--- config.mk ---
export PLATFORM = sky130hd
export DESIGN_NAME = fp_align_stage
export DESIGN_NICKNAME = d
export VERILOG_FILES = /design/src/rtl/fp_align_stage.sv
export SDC_FILE = /design/constraint.sdc
export NUM_CORES = 1
export LEC_CHECK = 0
export CAP_MARGIN = 20
export CORE_ASPECT_RATIO = 0.6
export CORE_MARGIN = 2
export CORE_UTILIZATION = 50
export CTS_BUF_LIST = sky130_fd_sc_hd__clkbuf_2
export DETAILED_ROUTE_END_ITERATION = 10
export PLACE_DENSITY_LB_ADDON = 0.08
export RECOVER_POWER = 50
export SYNTH_ARGS = -nofsm -noshare
export SYNTH_HDL_FRONTEND = slang
export SYNTH_SLANG_ARGS = --single-unit
--- constraint.sdc ---
create_clock -name i_clk -period 8.1 [get_ports i_clk]
set_input_delay 2.025 -clock i_clk [delete_from_list [all_inputs] [get_ports i_clk]]
set_output_delay 2.025 -clock i_clk [all_outputs]
set_load 0.02 [all_outputs]
--- src/rtl/fp_align_stage.sv ---
// FP32 add/sub operand-alignment stage: unpack, order by magnitude, align the smaller
// mantissa with guard/round/sticky, and flag NaN/Inf results. Two registered stages, valid/ready.
module fp_align_stage #(
  parameter  int EXP_W     = 8,
  parameter  int MAN_W     = 23,
  parameter  int GRS_W     = 3,
  localparam int SIZE_DATA = 1 + EXP_W + MAN_W,
  localparam int MANT_W    = 1 + MAN_W + GRS_W
) (
  input  logic                 i_clk,
  input  logic                 i_rst,
  input  logic                 i_valid,
  output logic                 o_ready,
  input  logic [SIZE_DATA-1:0] i_data_a,
  input  logic [SIZE_DATA-1:0] i_data_b,
  input  logic                 i_sub,
  output logic                 o_valid,
  input  logic                 i_ready,
  output logic [MANT_W-1:0]    o_mant_big,
  output logic [MANT_W-1:0]    o_mant_small,
  output logic [EXP_W-1:0]     o_exp,
  output logic                 o_sign,
  output logic                 o_eff_sub,
  output logic                 o_special,
  output logic [SIZE_DATA-1:0] o_special_val
);

  localparam logic [SIZE_DATA-1:0] QNAN =
    {1'b0, {EXP_W{1'b1}}, 1'b1, {(MAN_W-1){1'b0}}};

  // ---------------- stage 1: unpack, compare, specials ----------------
  logic                 sign_a, sign_b_eff, eff_sub;
  logic [EXP_W-1:0]     exp_a, exp_b, eexp_a, eexp_b;
  logic [MAN_W-1:0]     frac_a, frac_b;
  logic [MANT_W-1:0]    mant_a, mant_b;
  logic                 a_big, same_mag;
  logic                 nan_a, nan_b, inf_a, inf_b;
  logic                 special_d;
  logic [SIZE_DATA-1:0] special_val_d;

  assign sign_a     = i_data_a[SIZE_DATA-1];
  assign sign_b_eff = i_data_b[SIZE_DATA-1] ^ i_sub;
  assign exp_a      = i_data_a[SIZE_DATA-2 -: EXP_W];
  assign exp_b      = i_data_b[SIZE_DATA-2 -: EXP_W];
  assign frac_a     = i_data_a[MAN_W-1:0];
  assign frac_b     = i_data_b[MAN_W-1:0];
  assign eff_sub    = sign_a ^ sign_b_eff;

  // Denormals: hidden bit 0 and an effective exponent of 1.
  assign eexp_a = (exp_a == '0) ? EXP_W'(1) : exp_a;
  assign eexp_b = (exp_b == '0) ? EXP_W'(1) : exp_b;
  assign mant_a = {|exp_a, frac_a, {GRS_W{1'b0}}};
  assign mant_b = {|exp_b, frac_b, {GRS_W{1'b0}}};

  assign a_big    = {exp_a, frac_a} >= {exp_b, frac_b};
  assign same_mag = {exp_a, frac_a} == {exp_b, frac_b};

  assign nan_a = (&exp_a) && (frac_a != '0);
  assign nan_b = (&exp_b) && (frac_b != '0);
  assign inf_a = (&exp_a) && (frac_a == '0);
  assign inf_b = (&exp_b) && (frac_b == '0);

  // NOTE: every signal assigned in always_comb gets a default first, so no path can infer a latch.
  always_comb begin
    special_d     = 1'b0;
    special_val_d = '0;
    if (nan_a || nan_b || (inf_a && inf_b && eff_sub)) begin
      special_d     = 1'b1;
      special_val_d = QNAN;
    end else if (inf_a) begin
      special_d     = 1'b1;
      special_val_d = {sign_a, {EXP_W{1'b1}}, {MAN_W{1'b0}}};
    end else if (inf_b) begin
      special_d     = 1'b1;
      special_val_d = {sign_b_eff, {EXP_W{1'b1}}, {MAN_W{1'b0}}};
    end
  end

  logic                 s1_valid, s1_sign, s1_eff_sub, s1_special;
  logic [MANT_W-1:0]    s1_big, s1_small;
  logic [EXP_W-1:0]     s1_exp, s1_diff;
  logic [SIZE_DATA-1:0] s1_special_val;
  logic                 s2_adv;

  assign s2_adv  = !o_valid || i_ready;
  assign o_ready = !s1_valid || s2_adv;

  // NOTE: state registers use non-blocking assignments so every flop samples pre-edge values.
  always_ff @(posedge i_clk or posedge i_rst) begin
    if (i_rst) begin
      s1_valid       <= 1'b0;
      s1_big         <= '0;
      s1_small       <= '0;
      s1_exp         <= '0;
      s1_diff        <= '0;
      s1_sign        <= 1'b0;
      s1_eff_sub     <= 1'b0;
      s1_special     <= 1'b0;
      s1_special_val <= '0;
    end else if (o_ready) begin
      s1_valid <= i_valid;
      if (i_valid) begin
        s1_big         <= a_big ? mant_a : mant_b;
        s1_small       <= a_big ? mant_b : mant_a;
        // o_exp is the effective exponent, so a denormal big operand reports 1.
        s1_exp         <= a_big ? eexp_a : eexp_b;
        s1_diff        <= a_big ? (eexp_a - eexp_b) : (eexp_b - eexp_a);
        // Exact cancellation rounds to +0 under round-to-nearest-even.
        s1_sign        <= (eff_sub && same_mag) ? 1'b0 : (a_big ? sign_a : sign_b_eff);
        s1_eff_sub     <= eff_sub;
        s1_special     <= special_d;
        s1_special_val <= special_val_d;
      end
    end
  end

  // ---------------- stage 2: align smaller mantissa ----------------
  logic [MANT_W-1:0] shifted, lost_mask, small_aligned;

  always_comb begin
    shifted   = s1_small >> s1_diff;
    lost_mask = ~({MANT_W{1'b1}} << s1_diff);
    if (int'(s1_diff) >= MANT_W)
      small_aligned = {{(MANT_W-1){1'b0}}, |s1_small};
    else
      small_aligned = {shifted[MANT_W-1:1], shifted[0] | (|(s1_small & lost_mask))};
  end

  always_ff @(posedge i_clk or posedge i_rst) begin
    if (i_rst) begin
      o_valid       <= 1'b0;
      o_mant_big    <= '0;
      o_mant_small  <= '0;
      o_exp         <= '0;
      o_sign        <= 1'b0;
      o_eff_sub     <= 1'b0;
      o_special     <= 1'b0;
      o_special_val <= '0;
    end else if (s2_adv) begin
      o_valid <= s1_valid;
      if (s1_valid) begin
        o_mant_big    <= s1_big;
        o_mant_small  <= small_aligned;
        o_exp         <= s1_exp;
        o_sign        <= s1_sign;
        o_eff_sub     <= s1_eff_sub;
        o_special     <= s1_special;
        o_special_val <= s1_special_val;
      end
    end
  end

endmodule

==> qor.txt, run 1 <==
status = complete, but fails checks
setup ws final = 1.950 ns
GP Congestion = 0.9525
Yosys warnings = 0
Synth Area in XOR/XNOR = 0.002878
Post-CTS Hold Buffers = 0
Max VDD drop = 0.09538 mV
P_leak = 4.711 nW
Die H = 108.7 µm
largest fanout on the critical path = 99
core area = 17970 µm²
Design Area, Final = 10630 µm²
asr flop ratio synth = 1.000
Simple-Gate Fraction of Synth Area = 0.1381
RR Endpoint = s1_big[21]
Post-Syn Area = 9131 µm²
Util after Layout = 0.5913
WHS Endpoint = s1_big[8]
total die area = 19400 µm²
HP Class = flop to flop
total negative slack = 0 ns
Post-synth EDFFs = 0
Synth Area in Compound Gates = 0.1561
Highest Clock Rate = 162.6 MHz
clock latency on the worst-skew pair = 0.68 ns
mux contribution to synthesized area = 0.1772
Startpoint Class = primary input
Avg WL per Cell = 18.67 µm
# resized after CTS = 0
Ant. Diodes = 0
H-Tree Depth = 4
Initial Util = 0.5081
final setup fails = 0
Tmin final = 6.150 ns
Final Cycle Share = 0.7593
failing checks = max-capacitance violations, max-slew violations
cell count after synthesis = 976
actual slew at the worst max-slew pin = 3.527 ns
CTS Buf Count = 17
Main synth FF type = dfrtp_1
Row Count = 38
CTS tree = built
worst slack, placed = 2.497 ns
placed wire-length estimate = 18.39 mm
Setup Skew = 0.05437 ns
pwr/cell area = 198.8 nW/µm²
CTS root buf = clkbuf_2
share of cells above drive strength 1 = 0.1008
chip width = 178.5 µm
placed cell count = 1290
setup bufs post-CTS = 0
largest family of logic cells by synthesized area = multiplexers
Synth cell types = 68
Worst EP required = 8.50 ns
global-route wire length before repair = 39.60 mm
largest net degree at the start of global routing = 100
Post-DP Area = 10430 µm²
hold wc startpoint = s1_big[8]
final-report hold violation count = 0
vias in the first global route = 7128
Hold Crit Depth = 2
GRT overflow = 0
#FFs+latches synth = 135
Tot GR Track Use = 0.2642
Hold Slack = 0.5011 ns
nets = 1185
DRC Markers = 0
Max Cap Viol = 3
Seq/Total Area, Yosys = 0.3700
R2R setup slack = 3.53 ns
Worst Path Arrival = 6.55 ns
WL final = 24.66 mm
Slew HR = -1.351
Tot Pwr = 2.112 mW
Post-Layout Cell Count = 1321
Crit Path Class = primary input to flop
Final ANT Viol Nets = 0
Layout Area Growth over Synthesis = 16.37%
clock-pin slew on the worst setup and hold paths = 0.21 ns
First-pass DRT Iterations = 5
Worst R2R Start = o_valid
syn avg cell area = 9.356 µm²
clock sink count = 135
RSZ-0062 raised after global routing = false
total vias in the final route = 7726
First DRT Iteration DRCs = 844
drt via density = 5.849
critical path capture point type = flop
Synth Area in Adders = 0.06605
I/O pin count = 168
IO buf count = 142
fin. max-slew vios = 214
CTS max path bufs = 2
initial antenna violation count = 0
reg2reg path depth = 4
synthesized netlist by cell type, drive strengths merged (3+ instances only):
library cell | number | area share
a211o | 3 | 0.0029
a211oi | 7 | 0.0069
a21boi | 4 | 0.0033
a21o | 4 | 0.0033
a21oi | 40 | 0.022
a221oi | 3 | 0.0042
a22o | 9 | 0.0086
a31oi | 9 | 0.0062
a32oi | 3 | 0.0029
and2 | 3 | 0.0021
and4 | 3 | 0.0029
buf | 53 | 0.046
clkbuf | 48 | 0.020
dfrtp | 135 | 0.37
ha | 45 | 0.062
inv | 56 | 0.023
mux2 | 42 | 0.052
mux2i | 78 | 0.086
mux4 | 16 | 0.039
nand2 | 117 | 0.048
nand2b | 4 | 0.0027
nand3 | 28 | 0.015
nand3b | 6 | 0.0049
nand4 | 13 | 0.0089
nor2 | 33 | 0.016
nor2b | 5 | 0.0034
nor3 | 11 | 0.0066
nor4 | 19 | 0.013
o211ai | 3 | 0.0040
o21a | 6 | 0.0049
o21ai | 121 | 0.066
o22ai | 3 | 0.0021
o31a | 4 | 0.0038
o31ai | 3 | 0.0025
or2 | 4 | 0.0027
or3 | 9 | 0.0062
worst max-delay path, cell delays in order:
cell,delay (ns)
dlygate4sd3_1,0.54
nand3b_1,0.21
nand2_1,0.69
clkbuf_1,2.53
o21ai_0,0.48
area by class of cell:
cell class / instances / area [µm²]
Timing Repair Buffer: 151 / 1483
Clock buffer: 18 / 90.09
Fill cell: 1613 / 7346
Inverter: 58 / 219.0
Sequential cell: 135 / 3378
Clock inverter: 13 / 131.4
Multi-Input combinational cell: 706 / 5025
Tap cell: 240 / 300.3
cell families (layout without fill, tap and decap cells):
kind of cell	Yosys count	in the layout
AND/OR/NAND/NOR	261	261
AO/OA/AOI/OAI	234	234
buffers and inverters	159	240
multiplexers	136	136
flip-flops	135	135
adder cells (fa/ha/maj)	47	47
XOR/XNOR	3	3
other	1	25
cells in the final DEF, fill, tap and decap left out, types with 4 or more instances in the layout:
cell             Yosys  final
clkdlybuf4s50_1      0    139
dfrtp_1            135    135
nand2_1            117    117
o21ai_0            106    106
mux2i_1             78     78
inv_1               56     55
ha_1                45     45
mux2_2              41     41
a21oi_1             40     40
nor2_1              31     30
nand3_1             28     28
conb_1               1     25
nor4_1              19     19
clkbuf_2             0     19
mux4_2              16     16
o21ai_1             15     15
nand4_1             13     13
nor3_1              10     11
or3_1                9      9
a31oi_1              9      9
a22o_1               9      9
buf_4               33      7
nand3b_1             6      6
o21a_1               6      6
nor2b_1              5      5
a211oi_1             5      5
a21o_1               4      4
o31a_1               4      4
a21boi_0             4      4
nand2b_1             4      4
clkinv_1             2      4
clkinv_2             0      4
flip-flops by register name (all words and copies together) (netlist names):
register,count
s1_eff_sub,1
o_special_val,3
o_mant_small,27
s1_special,1
o_mant_big,24
o_exp,8
o_sign,1
s1_small,24
o_valid,1
s1_exp,8
s1_valid,1
s1_big,24
s1_sign,1
s1_diff,8
s1_special_val,2
o_eff_sub,1
layer usage:
metal | wire [µm] | track usage | vias to the layer above
met4 | 108 | 0.04181 | 0
met5 | 0 | 0 | -
met2 | 10250 | 0.3734 | 368
li1 | - | - | 3635
met3 | 2415 | 0.05614 | 13
met1 | 11890 | 0.4181 | 3710
worst max-delay path by stage:
stage | slack [ns] | start | depth (start not counted) | end
after floorplan | 2.46 | i_rst | 1 | o_eff_sub
after global placement | 2.54 | i_data_b[24] | 11 | s1_small[8]
after detailed placement | 2.50 | i_data_b[24] | 11 | s1_small[10]
after CTS | 2.73 | i_ready | 3 | o_ready
after global routing | 1.42 | i_ready | 5 | s1_big[15]
final | 1.95 | i_ready | 5 | s1_big[21]
power breakdown:
group / switching [mW] / internal (mW) / total [mW]
clock network: 0.265 / 0.140 / 0.406
registers: 0.108 / 0.783 / 0.891
logic: 0.451 / 0.364 / 0.815
total: 0.825 / 1.29 / 2.11
(Power assumes the default switching activity.)
==> run 2: changes to the inputs <==
clock period = 6.04 ns   (was 8.1 ns; I/O delays follow)
==> qor.txt, run 2 (synthesis gave the netlist of run 1 again) <==
status = complete, but fails checks
failing checks = max-capacitance violations, max-slew violations
Logic pwr share = 0.389 (+0.003)
reg2reg path depth = 8 (+4)
Biggest register = o_mant_small
switching share of total power = 0.3929 (+0.002384)
drt via density = 5.810 (-0.67%)
placed cell count = 1290 (unchanged)
GP Congestion = 0.9240 (-3.0%)
Startpoint Class = primary input
CTS max path bufs = 2 (unchanged)
Post-Layout Cell Count = 1323 (+0.15%)
I/O pin count = 168 (unchanged)
final setup fails = 0 (unchanged)
Slew HR = -0.3701 (+0.9810)
pwr/cell area = 267.8 nW/µm² (+35%)
CP Depth = 3 (-2)
initial antenna violation count = 0 (unchanged)
CTS root buf = clkbuf_2
clock sink count = 135 (unchanged)
# fillers = 1638 (+1.5%)
Avg WL per Cell = 18.84 µm (+0.90%)
Initial Util = 0.5081 (unchanged)
clock-pin slew on the worst setup and hold paths = 0.21 ns (about the same)
Tot GR Track Use = 0.2652 (+0.0009896)
Reg area = 3378 µm² (unchanged)
largest fanout on the critical path = 4 (-96%)
WL final = 24.92 mm (+1.1%)
IO buf count = 142 (unchanged)
Hold Crit Depth = 2 (unchanged)
global-route wire length before repair = 39.80 mm (+0.51%)
core area = 17970 µm² (unchanged)
multi-input logic area = 5025 µm² (unchanged)
Critical-path top delay cell = clkdlybuf4s50_1
placed wire-length estimate = 18.27 mm (-0.65%)
Final ANT Viol Nets = 0 (unchanged)
CP max stage delay = 0.57 ns (-1.96 ns)
critical-path cell list = dlygate4sd3_1 > nand3b_1 > clkdlybuf4s50_1
Worst EP required = 4.53 ns (-3.97 ns)
largest net degree at the start of global routing = 128 (+28%)
crit-path leading delay family = buffers and inverters
Max VDD drop = 0.1629 mV (+71%)
Post-CTS Hold Buffers = 0 (unchanged)
DRC Markers = 0 (unchanged)
Die H = 108.7 µm (unchanged)
HP Class = flop to flop
GRT overflow = 0 (unchanged)
setup bufs post-CTS = 0 (unchanged)
First-pass DRT Iterations = 5 (unchanged)
Tmin final = 4.348 ns
commonest non-fill, non-tap cell in the layout = clkdlybuf4s50_1
vias in the first global route = 7263 (+1.9%)
H-Tree Depth = 4 (unchanged)
Layout Area Growth over Synthesis = 17.00%
RSZ-0062 raised after global routing = false
Crit Path Class = primary input to output pin
actual slew at the worst max-slew pin = 2.055 ns (-1.472 ns)
# resized after CTS = 0 (unchanged)
Row Count = 38 (unchanged)
Highest Clock Rate = 230.0 MHz
NetSw = 1.124 mW (+36%)
Setup Skew = 0.05078 ns (-0.003591 ns)
share of cells above drive strength 1 = 0.1034 (+0.002584)
Final Cycle Share = 0.7199
flip-flop count of the largest register after layout = 27 (unchanged)
nets = 1186 (+0.084%)
most frequent cells in the layout = clkdlybuf4s50_1 (140), dfrtp_1 (135), nand2_1 (117)
critical path capture point type = output pin
fin. max-slew vios = 106 (-50%)
Worst Path Arrival = 2.84 ns (-3.71 ns)
sequential share of power = 0.413 (-0.009)
CTS Buf Count = 17 (unchanged)
CP bufs+invs = 2 (unchanged)
total die area = 19400 µm² (unchanged)
P_leak = 4.725 nW (+0.30%)
chip width = 178.5 µm (unchanged)
total vias in the final route = 7686 (-0.52%)
Max Cap Viol = 2 (-1)
CTS tree = built
P_int = 1.737 mW (+35%)
First DRT Iteration DRCs = 725 (-14%)
Ant. Diodes = 0 (unchanged)
clock latency on the worst-skew pair = 0.69 ns (about the same)
Clk network pwr share = 0.199 (+0.007)
total negative slack = 0 ns (unchanged)
final-report hold violation count = 0 (unchanged)
[run 2: cell count changes in the layout (fill, tap and decap cells not counted), sizes merged]
cell	delta
clkdlybuf4s50	+1
dlygate4sd3	-1
clkbuf	+1
clkinvlp	+2
clkinv	-3
inv	+1
buf	+1
[run 2: layout make-up]
type,instances,area share
clock inverters,13,0.01394
flip-flops and latches,135,0.3162
well taps,240,0.02811
inverters,58,0.02085
multi-input cells,706,0.4703
clock buffers,19,0.008900
repair buffers,152,0.1417
[run 2: path summary, 6_finish.rpt]
check	to	slack, ns	startpoint
max in group asynchronous	o_mant_small[0]	2.17	i_rst
min in group asynchronous	o_mant_small[26]	1.42	i_rst
worst max register to register	o_mant_small[23]	2.22	s1_diff[2]
worst min-delay path	s1_big[8]	0.50	s1_big[8]
worst min register to register	s1_big[8]	0.50	s1_big[8]
worst max-delay path	o_ready	1.69	i_ready
[run 2: through the flow]
stage | area, µm² | hold WS, ns | power [mW] | util | setup slack (ns)
detailed placement | 10440 | 0.4693 | 2.294 | 0.5810 | 1.140
finish | 10680 | 0.5043 | 2.861 | 0.5945 | 1.692
global placement | 10440 | 0.4616 | 2.286 | 0.5810 | 1.202
global route | 10680 | 0.5350 | 3.037 | 0.5945 | 1.574
floorplan | 9221 | 0.4393 | 1.916 | - | 0.9189
CTS | 10690 | 0.5116 | 2.870 | 0.5946 | 1.700
[run 2: worst register-to-register path: cells and delay by family, from the launching register on]
kind | cells | cell delay, ns
AOI/OAI and AO/OA | 3 | 1.01
buffers and inverters | 1 | 0.54
DFF | 1 | 0.44
and+or+nand+nor | 4 | 1.78
[run 2: layer usage]
metal	global-route usage	wire length [µm]	vias to the layer above
li1	-	-	3637
met1	0.4167	12390	3727
met2	0.3828	10430	313
met3	0.05753	2006	9
met4	0.03194	96	0
met5	0	0	-
[run 2: power by group through the flow]
stage | Sequential [mW] | Clock [mW] | Combinational (mW)
3_3_place_gp | 1.20 | 0 | 1.09
4_1_cts | 1.18 | 0.588 | 1.10
3_5_place_dp | 1.20 | 0 | 1.10
2_1_floorplan | 1.24 | 0 | 0.677
6_report | 1.18 | 0.568 | 1.11
5_1_grt | 1.20 | 0.625 | 1.21
==> run 3: changes to the inputs <==
clock period = 4.1 ns   (was 6.04 ns; I/O delays follow)
==> qor.txt, run 3 (synthesis gave the netlist of run 1 again) <==
Crit Path Class = primary input to flop
share of cells above drive strength 1 = 0.1213 (+0.01785)
Biggest register = o_mant_small
DRC Markers = 0 (unchanged)
Post-CTS Hold Buffers = 0 (unchanged)
Initial Util = 0.5081 (unchanged)
I/O pin count = 168 (unchanged)
P_leak = 4.815 nW (+1.9%)
largest net degree at the start of global routing = 124 (-3.1%)
Final Cycle Share = 0.8421
Critical-path top delay cell = clkdlybuf4s50_1
worst slack, placed = 0.09880 ns (-1.041 ns)
Layout Area Growth over Synthesis = 18.54%
CTS tree = built
failing checks = max-capacitance violations, max-slew violations
Max Cap Viol = 4 (+2)
clock-pin slew on the worst setup and hold paths = 0.17 ns (-0.04 ns)
Max VDD drop = 0.2631 mV (+61%)
# resized after CTS = 0 (unchanged)
Die H = 108.7 µm (unchanged)
total die area = 19400 µm² (unchanged)
CTS max path bufs = 2 (unchanged)
Setup crit start = i_data_a[29]
fin. max-slew vios = 295 (+180%)
initial antenna violation count = 0 (unchanged)
CTS root buf = clkbuf_2
Avg WL per Cell = 18.52 µm (-1.7%)
Row Count = 38 (unchanged)
placed wire-length estimate = 18.86 mm (+3.2%)
core area = 17970 µm² (unchanged)
CP Depth = 12 (+9)
Setup Skew = 0.03736 ns (-0.01342 ns)
drt via density = 5.714 (-1.6%)
most frequent cells in the layout = clkdlybuf4s50_1 (140), dfrtp_1 (135), nand2_1 (116)
Ant. Diodes = 0 (unchanged)
reg2reg path depth = 4 (-4)
commonest non-fill, non-tap cell in the layout = clkdlybuf4s50_1
setup ws final = 0.6473 ns (-1.045 ns)
total negative slack = 0 ns (unchanged)
Final ANT Viol Nets = 0 (unchanged)
largest fanout on the critical path = 4 (unchanged)
setup bufs post-CTS = 0 (unchanged)
final-report hold violation count = 0 (unchanged)
Worst EP required = 4.69 ns (+0.16 ns)
First DRT Iteration DRCs = 762 (+5.1%)
Slew HR = -0.2424 (+0.1277)
Startpoint Class = primary input
clock sink count = 135 (unchanged)
First-pass DRT Iterations = 5 (unchanged)
critical path capture point type = flop
flip-flop count of the largest register after layout = 27 (unchanged)
R2R setup slack = 1.33 ns (-0.89 ns)
total vias in the final route = 7686 (unchanged)
status = complete, but fails checks
RSZ-0062 raised after global routing = false
HP Class = flop to flop
Worst R2R Start = o_valid
GP Congestion = 0.9508 (+2.9%)
Hold Slack = 0.5012 ns (-0.003048 ns)
Util after Layout = 0.6023 (+0.007798)
final setup fails = 0 (unchanged)
critical-path cell list = clkdlybuf4s50_1 > nor4_1 > a21oi_1 > ha_1 > fa_1 > nor2b_1 > o21ai_0 > a21boi_0 > o21a_1 > a211oi_1 > or3_1 > a31oi_1
vias in the first global route = 7242 (-0.29%)
Worst Path Arrival = 4.05 ns (+1.21 ns)
crit-path leading delay family = simple AND/OR/NAND/NOR gates
clock latency on the worst-skew pair = 0.69 ns (about the same)
GRT overflow = 0 (unchanged)
RR Endpoint = s1_big[9]
actual slew at the worst max-slew pin = 1.864 ns (-0.1916 ns)
CTS Buf Count = 17 (unchanged)
Tot GR Track Use = 0.2658 (+0.0005940)
chip width = 178.5 µm (unchanged)
nets = 1211 (+2.1%)
Setup crit end = s1_diff[6]
IO buf count = 142 (unchanged)
CP bufs+invs = 1 (-1)
WL final = 24.91 mm (about the same)
pwr/cell area = 377.4 nW/µm² (+41%)
H-Tree Depth = 4 (unchanged)
global-route wire length before repair = 39.72 mm (-0.21%)
Highest Clock Rate = 289.6 MHz
CP max stage delay = 0.49 ns (-0.08 ns)
Tmin final = 3.453 ns
==> run 3: changes by cell type in the layout (fill, tap and decap cells not counted), moves of 2 or more <==
cell / previous run / this run
buf_4: 6 / 28
clkinv_1: 2 / 4
clkinv_2: 1 / 4
clkinv_4: 5 / 0
inv_6: 3 / 0
==> run 3: cell type report <==
class                      instances  area, µm²
inverter                          58      219.0
tap                              240      300.3
fill                            1603       7148
timing repair buffer             177       1712
sequential                       135       3378
multi-input combinational        706       5037
clock buffer                      18      90.09
clock inverter                    11      87.58
==> run 3: power breakdown <==
part / switching [mW] / leakage [nW] / internal [mW] / total (mW)
sequential: 0.217 / 1.69 / 1.54 / 1.76
combinational: 0.889 / 3.02 / 0.744 / 1.63
clock: 0.489 / 0.108 / 0.201 / 0.690
total: 1.60 / 4.81 / 2.49 / 4.09
==> run 3: worst min path at each step <==
stage | slack [ns] | start | cells past startpoint | end
floorplan | 0.44 | s1_special_val[31] | 2 | s1_special_val[31]
CTS | 0.50 | s1_big[10] | 2 | s1_big[10]
global route | 0.54 | o_mant_small[11] | 2 | o_mant_small[11]
detailed placement | 0.47 | s1_big[10] | 2 | s1_big[10]
finish | 0.50 | s1_big[26] | 2 | s1_big[26]
global placement | 0.46 | o_mant_small[25] | 2 | o_mant_small[25]
==> run 3: stage by stage <==
step           total power, mW  instances  instance area (µm²)
6_report                 4.085       1345                10820
5_1_grt                  4.357       1345                10820
4_1_cts                  4.106       1345                10860
3_5_place_dp             3.409       1316                10690
3_3_place_gp             3.392       1316                10690
2_1_floorplan            2.823       1000                 9225
==> run 3: layer usage <==
| layer | part of all wire | track usage | up-vias |
|---|---|---|---|
| met5 | 0 | 0 | - |
| met4 | 0.0059 | 0.03542 | 0 |
| met3 | 0.079 | 0.07078 | 13 |
| met2 | 0.42 | 0.3861 | 285 |
| met1 | 0.49 | 0.4053 | 3716 |
| li1 | - | - | 3672 |
==> run 3: worst reg2reg max path, stage by stage (launching register included) <==
cell and delay (ns):
dfrtp_1 0.42, nand3b_1 0.18, nand2_4 0.27, clkbuf_2 1.32, o21ai_0 0.38
